===== config.mk =====
export PLATFORM = sky130hd
export DESIGN_NAME = ifm_window_read_ctrl
export DESIGN_NICKNAME = d
export VERILOG_FILES = /design/src/rtl/ifm_window_read_ctrl.sv
export SDC_FILE = /design/constraint.sdc
export NUM_CORES = 1
export LEC_CHECK = 0
export ABC_AREA = 1
export BUFFER_PORTS_ARGS = -buffer_cell sky130_fd_sc_hd__buf_2
export CAP_MARGIN = 20
export CORE_MARGIN = 3
export CORE_UTILIZATION = 55
export CTS_CLUSTER_DIAMETER = 100
export CTS_CLUSTER_SIZE = 16
export DETAILED_ROUTE_END_ITERATION = 10
export GPL_TIMING_DRIVEN = 0
export PLACE_DENSITY = 0.73
export SLEW_MARGIN = 20
export SYNTH_ARGS = -nofsm -noshare
export SYNTH_HDL_FRONTEND = slang
export SYNTH_SLANG_ARGS = --single-unit

===== constraint.sdc =====
create_clock -name clk -period 7.3 [get_ports clk]
set_input_delay 0.73 -clock clk [delete_from_list [all_inputs] [get_ports clk]]
set_output_delay 0.73 -clock clk [all_outputs]
set_load 0.005 [all_outputs]

===== src/rtl/ifm_window_read_ctrl.sv =====
// ==== ifm_window_read_ctrl : scans every KxK window of the banked IFM array, two pixel reads per beat ====
// ==== revision 1.0 ====
`default_nettype none

module ifm_window_read_ctrl #(
  parameter int IFM_SIZE         = 28,
  parameter int KERNEL_SIZE      = 5,
  parameter int STRIDE           = 1,
  parameter int NUMBER_OF_IFM    = 6,
  parameter int NUMBER_OF_UNITS  = 3,
  parameter int ADDRESS_SIZE_IFM = $clog2(IFM_SIZE*IFM_SIZE),
  localparam int c_GROUPS = (NUMBER_OF_IFM + NUMBER_OF_UNITS - 1) / NUMBER_OF_UNITS,
  localparam int c_SEL_W  = (c_GROUPS > 1) ? $clog2(c_GROUPS) : 1
) (
  input  logic                        clk,
  input  logic                        rst_n,
  input  logic                        start,
  input  logic                        ready_next,
  output logic [c_SEL_W-1:0]          ifm_sel,
  output logic                        ifm_enable_read_A_next,
  output logic                        ifm_enable_read_B_next,
  output logic [ADDRESS_SIZE_IFM-1:0] ifm_address_read_A_next,
  output logic [ADDRESS_SIZE_IFM-1:0] ifm_address_read_B_next,
  output logic                        data_valid_next,
  output logic                        window_first,
  output logic                        window_last,
  output logic                        busy,
  output logic                        done
);

  localparam int c_OFM    = (IFM_SIZE - KERNEL_SIZE) / STRIDE + 1;
  localparam int c_BEATS  = (KERNEL_SIZE * KERNEL_SIZE + 1) / 2;
  localparam int c_OFM_W  = $clog2(c_OFM + 1);
  localparam int c_BEAT_W = $clog2(c_BEATS + 1);
  localparam int c_K_W    = $clog2(KERNEL_SIZE + 2);
  localparam int c_A_W    = ADDRESS_SIZE_IFM;
  localparam bit c_ODD    = ((KERNEL_SIZE * KERNEL_SIZE) % 2) == 1;

  localparam logic [c_OFM_W-1:0]  c_OFM_LAST  = c_OFM_W'(c_OFM - 1);
  localparam logic [c_OFM_W-1:0]  c_OFM_ONE   = c_OFM_W'(1);
  localparam logic [c_BEAT_W-1:0] c_BEAT_LAST = c_BEAT_W'(c_BEATS - 1);
  localparam logic [c_BEAT_W-1:0] c_BEAT_ONE  = c_BEAT_W'(1);
  localparam logic [c_SEL_W-1:0]  c_GRP_LAST  = c_SEL_W'(c_GROUPS - 1);
  localparam logic [c_SEL_W-1:0]  c_GRP_ONE   = c_SEL_W'(1);
  localparam logic [c_K_W-1:0]    c_KC_LAST   = c_K_W'(KERNEL_SIZE - 1);
  localparam logic [c_K_W-1:0]    c_K         = c_K_W'(KERNEL_SIZE);
  localparam logic [c_K_W-1:0]    c_KC_TWO    = c_K_W'(2);
  localparam logic [c_A_W-1:0]    c_A_ONE     = c_A_W'(1);
  localparam logic [c_A_W-1:0]    c_A_TWO     = c_A_W'(2);
  localparam logic [c_A_W-1:0]    c_A_WRAP    = c_A_W'(IFM_SIZE + 2 - KERNEL_SIZE);
  localparam logic [c_A_W-1:0]    c_B_WRAP    = c_A_W'(IFM_SIZE + 1 - KERNEL_SIZE);
  localparam logic [c_A_W-1:0]    c_COL_STEP  = c_A_W'(STRIDE);
  localparam logic [c_A_W-1:0]    c_ROW_STEP  = c_A_W'(STRIDE * IFM_SIZE);

  typedef enum logic [1:0] {
    S_IDLE = 2'd0,
    S_RUN  = 2'd1,
    S_DONE = 2'd2
  } state_t;

  state_t               r_state;
  logic [c_SEL_W-1:0]   r_g, r_sel;
  logic [c_OFM_W-1:0]   r_r, r_c;
  logic [c_BEAT_W-1:0]  r_b;
  logic [c_K_W-1:0]     r_kc;
  logic [c_A_W-1:0]     r_off, r_org, r_row_org;
  logic [c_A_W-1:0]     r_addr_a, r_addr_b;
  logic                 r_en_a, r_en_b, r_iss_first, r_iss_last, r_fin;
  logic                 r_dv, r_wf, r_wl, r_busy, r_done;

  logic [c_K_W-1:0]     w_kc2;
  logic [c_A_W-1:0]     w_off_b, w_addr_a, w_addr_b;
  logic                 w_last_beat, w_last_col, w_last_row, w_last_grp, w_final;
  logic                 w_b_en, w_issue;

  // r_off tracks port A's kernel-relative offset; port B is always the next raster pixel
  assign w_kc2       = r_kc + c_KC_TWO;
  assign w_off_b     = (r_kc == c_KC_LAST) ? r_off + c_B_WRAP : r_off + c_A_ONE;
  assign w_addr_a    = r_org + r_off;
  assign w_addr_b    = r_org + w_off_b;
  assign w_last_beat = (r_b == c_BEAT_LAST);
  assign w_last_col  = (r_c == c_OFM_LAST);
  assign w_last_row  = (r_r == c_OFM_LAST);
  assign w_last_grp  = (r_g == c_GRP_LAST);
  assign w_final     = w_last_beat && w_last_col && w_last_row && w_last_grp;
  assign w_b_en      = !(c_ODD && w_last_beat);
  // Counters sit at zero in IDLE, so the start edge can already issue beat 0
  assign w_issue     = ready_next && (((r_state == S_IDLE) && start) ||
                                      ((r_state == S_RUN) && !r_fin));

  always_ff @(posedge clk or negedge rst_n) begin
    if (!rst_n) begin
      r_state     <= S_IDLE;
      r_g         <= '0;
      r_sel       <= '0;
      r_r         <= '0;
      r_c         <= '0;
      r_b         <= '0;
      r_kc        <= '0;
      r_off       <= '0;
      r_org       <= '0;
      r_row_org   <= '0;
      r_addr_a    <= '0;
      r_addr_b    <= '0;
      r_en_a      <= 1'b0;
      r_en_b      <= 1'b0;
      r_iss_first <= 1'b0;
      r_iss_last  <= 1'b0;
      r_fin       <= 1'b0;
      r_dv        <= 1'b0;
      r_wf        <= 1'b0;
      r_wl        <= 1'b0;
      r_busy      <= 1'b0;
      r_done      <= 1'b0;
    end else begin
      r_en_a <= 1'b0;
      r_en_b <= 1'b0;
      r_done <= 1'b0;
      r_dv   <= r_en_a;
      r_wf   <= r_en_a && r_iss_first;
      r_wl   <= r_en_a && r_iss_last;

      case (r_state)
        S_IDLE: if (start) begin
          r_state <= S_RUN;
          r_busy  <= 1'b1;
          r_sel   <= '0;
          r_fin   <= 1'b0;
        end
        S_RUN: if (r_fin) begin
          r_state <= S_DONE;
          r_busy  <= 1'b0;
          r_done  <= 1'b1;
        end
        S_DONE:  r_state <= S_IDLE;
        default: r_state <= S_IDLE;
      endcase

      if (w_issue) begin
        r_en_a      <= 1'b1;
        r_en_b      <= w_b_en;
        r_addr_a    <= w_addr_a;
        r_addr_b    <= w_b_en ? w_addr_b : '0;
        r_sel       <= r_g;
        r_iss_first <= (r_b == '0);
        r_iss_last  <= w_last_beat;
        r_fin       <= w_final;
        if (w_last_beat) begin
          r_b   <= '0;
          r_kc  <= '0;
          r_off <= '0;
          if (w_last_col) begin
            r_c <= '0;
            if (w_last_row) begin
              r_r       <= '0;
              r_row_org <= '0;
              r_org     <= '0;
              r_g       <= w_last_grp ? '0 : r_g + c_GRP_ONE;
            end else begin
              r_r       <= r_r + c_OFM_ONE;
              r_row_org <= r_row_org + c_ROW_STEP;
              r_org     <= r_row_org + c_ROW_STEP;
            end
          end else begin
            r_c   <= r_c + c_OFM_ONE;
            r_org <= r_org + c_COL_STEP;
          end
        end else begin
          r_b <= r_b + c_BEAT_ONE;
          if (w_kc2 >= c_K) begin
            r_kc  <= w_kc2 - c_K;
            r_off <= r_off + c_A_WRAP;
          end else begin
            r_kc  <= w_kc2;
            r_off <= r_off + c_A_TWO;
          end
        end
      end
    end
  end

  assign ifm_sel                 = r_sel;
  assign ifm_enable_read_A_next  = r_en_a;
  assign ifm_enable_read_B_next  = r_en_b;
  assign ifm_address_read_A_next = r_addr_a;
  assign ifm_address_read_B_next = r_addr_b;
  assign data_valid_next         = r_dv;
  assign window_first            = r_wf;
  assign window_last             = r_wl;
  assign busy                    = r_busy;
  assign done                    = r_done;

endmodule

`default_nettype wire


* Word level (Yosys, flattened, before mapping)
Cells that the tools add are included.
Cells by class: $add $sub $neg 14, magnitude comparators 1, equality and inequality tests 7, mux-type cells 26, reduce and logical (&&, ||, !) cells 22
Operator list (count):
- $mux 10 | 6
- $add 10x5->10 const B | 3
- $add 10x1->10 const B | 2
- $add 10x10->10 | 2
- $mux 1 | 11
- $add 10x2->10 const B | 1
- $add 5x1->5 const B | 2
- $eq 5x5->1 const B | 2
- $mux 5 | 2
- $logic_and 1x1->1 | 8
- $mux 3 | 2
- $reduce_and 2->1 | 3
- $reduce_and 3->1 | 2
- $reduce_bool 2->1 | 3
- $add 4x1->4 const B | 1
- $eq 4x4->1 const B | 1
- $logic_not 4->1 | 1
- $mux 2 | 2
- $mux 4 | 1
- $ne 2x2->1 const B | 2
- $pmux 2 s2 | 1
- $reduce_and 4->1 | 1
- $add 3x2->3 const B | 1
- $eq 3x3->1 const B | 1
- other kinds (8) | 9
Storage, ports and cells: bits in registers 81, word-level logic and storage cells 92

* Logic depth before layout (Yosys ltp)
word-level depth 6, depth in mapped cells 17, depth with buffers taken out 17

* Worst setup path before layout
OpenSTA, ideal clock, no wires.
path kind reg2reg, start register r_kc[1], end register r_addr_b[9] (netlist: ifm_address_read_B_next[9]), arrival time 2.271 ns, required time 7.183 ns, slack 4.912 ns, cell stages (with the launch flop) 16, cells stage by stage dfrtp_1 -> inv_1 -> ha_1 -> nand2_1 -> inv_1 -> a22oi_1 -> nor2_1 -> xor2_1 -> ha_1 -> nand2_1 -> nor2_1 -> nand3_1 -> nand3_1 -> nand3_1 -> nand3_1 -> nand2_1
On the way: longest elaborated chain between the ends 4
Ends and longest elaborated chain:
- start, declared | line 65 | logic [c_K_W-1:0] r_kc;
- start signal, assigned | line 171 | r_kc <= w_kc2 - c_K;
- start signal, assigned | line 174 | r_kc <= w_kc2;
- $eq 3x3->1 | line 78 | assign w_off_b = (r_kc == c_KC_LAST) ? r_off + c_B_WRAP : r_off + c_A_ONE;
- $mux 10 | line 78
- $add 10x10->10 | line 80 | assign w_addr_b = r_org + w_off_b;
- $mux 10 | line 143 | r_addr_b <= w_b_en ? w_addr_b : '0;
- end signal, assigned | line 143
- end, declared | line 67 | logic [c_A_W-1:0] r_addr_a, r_addr_b;
No other way between the ends. A chain may end at the register's enable or synchronous reset.

* Final worst setup path
start register r_kc[1], end register r_addr_b[6] (netlist: ifm_address_read_B_next[6])
Same word-level chain as after synthesis.

==> metrics.yaml <==
run_status:
  status: "complete, no violations"
synthesis:
  synth.avg_cell_area_um2: 7.71
  synth_cell_types: 38
  yosys-top-cells-count: "197 x nand2_1, 81 x dfrtp_1, 76 x inv_1, 60 x nor2_1, 56 x nand3_1"
  synth_most_common_cell: "nand2_1"
  synth.largest_area_cell: "dfrtp_1"
  synth_top_area_share_pct: 39.8
  synthFlopType: "dfrtp_1"
  synth-seq-cells: 81
  syn_area_um2: 5090
  yosys_warnings: 0
  netlist_instances: 660
  syn_nets: 701
  yosysSeqAreaShare_pct: 39.8
  async_flop_share_pct: 100
  synth_edf_count: 0
  synth_area_leaders: "dfrtp_1 40%, nand2_1 15%, ha_1 8.6%, inv_1 5.6%, nand3_1 5.5%"
cells_and_area:
  drive_above_1_share_pct: 11.0
  regArea_um2: 2030
  nNetsFinal: 744
  n_antenna_cell: 0
  areaGrowthSynthToFinish_pct: 9.96
  multiInputGateArea_um2: 2710
  nFillCells: 797
global_route:
  grt_pass1_wl_um: 20000
  top_usage_layer: "met2"
  met3_usage_pct: 3.62
  use_met1_pct: 33.7
  antenna_found_initial: 0
  grt_max_degree: 55
  track_usage_pct: 24.3
  grt.overflow.total: 0
  gr-usage-met2_pct: 38.4
  grt_pass1_vias: 4161
setup_path:
  crit_fanout: 10
  end_kind: "flop"
  cp-start-kind: "flop"
  max_stage_delay_ns: 0.43
  slowest_stage: "dfrtp_1"
  crit_chain: "inv_1 > ha_1 > nand2_1 > inv_1 > a22oi_1 > xor2_1 > ha_1 > a21oi_1 > nand3_1 > o21ai_0 > nand2_1"
  reg2regPathDepth: 11
  ff2ff_setup_slack_ns: 4.45
  crit_required_ns: 7.54
  worstPathArrival_ns: 3.09
  crit_type: "flop to flop"
  r2r_end: "ifm_address_read_B_next[6]"
  r2r-start: "r_kc[1]"
routing:
  dr_total_vias: 4413
  detail_route.first_pass.iterations: 5
  ant_nets: 0
  drt_iter0_drc: 306
  viasPerCell: 5.41
  drc: 0
  post_drt_wl_per_cell_um: 14.5
  routed_wl_um: 11800
sta:
  worst_slew_pin_slew_ns: 0.471
  hold_ws_ns: 0.296
  finalCriticalPeriod_ns: 2.85
  fin_skew_ns: 0.0121
  setup_tns_ns: 0
  fin_crit_sh_pct: 39.1
  maxSlewHeadroom_pct: 68.4
  drv_slew: 0
  fmax_mhz: 350
  hold_viol_final: 0
  finalSetupViolations: 0
  fin_ws_ns: 4.45
  rsz0062_at_grt: "no"
floorplanning:
  io_pins: 32
  initial_utilization_pct: 57.5
  die-height_um: 102
  core_area_um2: 8850
  dieArea_um2: 10400
  fp.dieW_um: 102
  row_count: 34
power:
  power_density_nw_per_um2: 363
  ir_worst_vdd_mv: 0.168
  cellLeakagePower_nw: 3.07
clock_network:
  cts_tree: "yes"
  postCtsHoldBufs: 0
  ctsResizeCount: 0
  clock_path_buffers: 2
  clock-sinks: 81
  cts_root_buf: "clkbuf_8"
  post_cts.repair.setup_buffers: 0
  cts_max_level: 3
  clk_pin_slew_ns: 0.09
  cts_buffers: 9
  insertion_delay_ns: 0.37
placed_design:
  dpl.hpwl_um: 8960
  place_ws_ns: 4.48
  portBuffers: 31
  place_congestion: 0.941
min_path:
  holdCritPathClass: "input port to asynchronous set/reset pin"
job:
  maxCapViolCount: 0
[cells in the final DEF, fill, tap and decap left out, drive strengths merged]
cell type,netlist,routed
a21boi,1,1
a21oi,24,24
a22o,2,2
a22oi,1,1
a31oi,1,1
buf,9,41
clkbuf,0,9
clkinv,0,1
clkinvlp,0,3
dfrtp,81,81
fa,2,2
ha,35,35
inv,80,83
mux2i,1,1
nand2,203,203
nand3,57,57
nand3b,2,2
nand4,8,8
nor2,66,66
nor3,2,2
o211ai,1,1
o21a,4,4
o21ai,45,45
o21bai,1,1
o22ai,3,3
or2,1,1
xnor2,8,8
xor2,22,22
[final cells by class]
class                   instances  area share (%)
inverters                      80            5.37
well taps                     108            2.42
multi-input cells             490            48.4
plain buffers                   9           0.939
repair buffers                 32            3.31
flip-flops and latches         81            36.2
clock buffers                   9            2.21
clock inverters                 7            1.12
[logic make-up (layout without fill, tap and decap cells)]
family          count (synthesis)  in the layout  synth area share, %
buf+inv                        89            137                 6.94
simple gates                  339            339                 29.5
fa+ha+maj                      37             37                 9.40
xor+xnor                       30             30                 5.31
mux                             1              1                0.197
flops                          81             81                 39.8
compound gates                 83             83                 8.81
[metal layers]
layer | share of wire [%] | routed length (um)
met5 | 0 | 0
met2 | 46 | 5420
met3 | 5.0 | 587
met4 | 2.1 | 245
met1 | 47 | 5590
[report_power, final]
part | total [mW] | internal (mW) | switching (mW)
logic | 0.985 | 0.379 | 0.607
clock network | 0.324 | 0.130 | 0.194
registers | 0.721 | 0.580 | 0.141
total | 2.03 | 1.09 | 0.942
[registers in the layout, indices dropped and copies added (netlist names), 2 cells and up]
| register | count |
|---|---|
| ifm_address_read_A_next | 10 |
| ifm_address_read_B_next | 10 |
| r_b | 4 |
| r_c | 5 |
| r_kc | 3 |
| r_off | 10 |
| r_org | 10 |
| r_r | 5 |
| r_row_org | 10 |
| r_state | 2 |
[critical path, delay by kind of cell (launching register included)]
family,cells,cell delay (ns)
buffers and inverters,2,0.25
adders and majority gates,2,0.52
AOI/OAI and AO/OA,3,0.78
xor gates and xnor gates,1,0.28
and+or+nand+nor,3,0.47
DFF,1,0.43
[stage by stage]
stage               cells  power, mW  utilization [%]  instance area (um2)
finish                816       2.03             63.2                 5590
global route          816       2.22             63.2                 5590
CTS                   816       2.03             63.2                 5590
detailed placement    800       1.70             61.1                 5410
global placement      799       1.66             60.8                 5380
floorplan             660       1.41                -                 5090
[how the worst max path moves through the flow]
stage,startpoint,end,slack (ns)
2_1_floorplan,r_kc[1],ifm_address_read_B_next[9],4.91
3_3_place_gp,r_kc[1],ifm_address_read_B_next[9],4.56
3_5_place_dp,r_kc[1],ifm_address_read_B_next[6],4.48
4_1_cts,r_kc[1],ifm_address_read_B_next[6],4.46
5_1_grt,r_kc[1],ifm_address_read_B_next[9],4.15
6_report,r_kc[1],ifm_address_read_B_next[6],4.45
(Power assumes the default switching activity.)
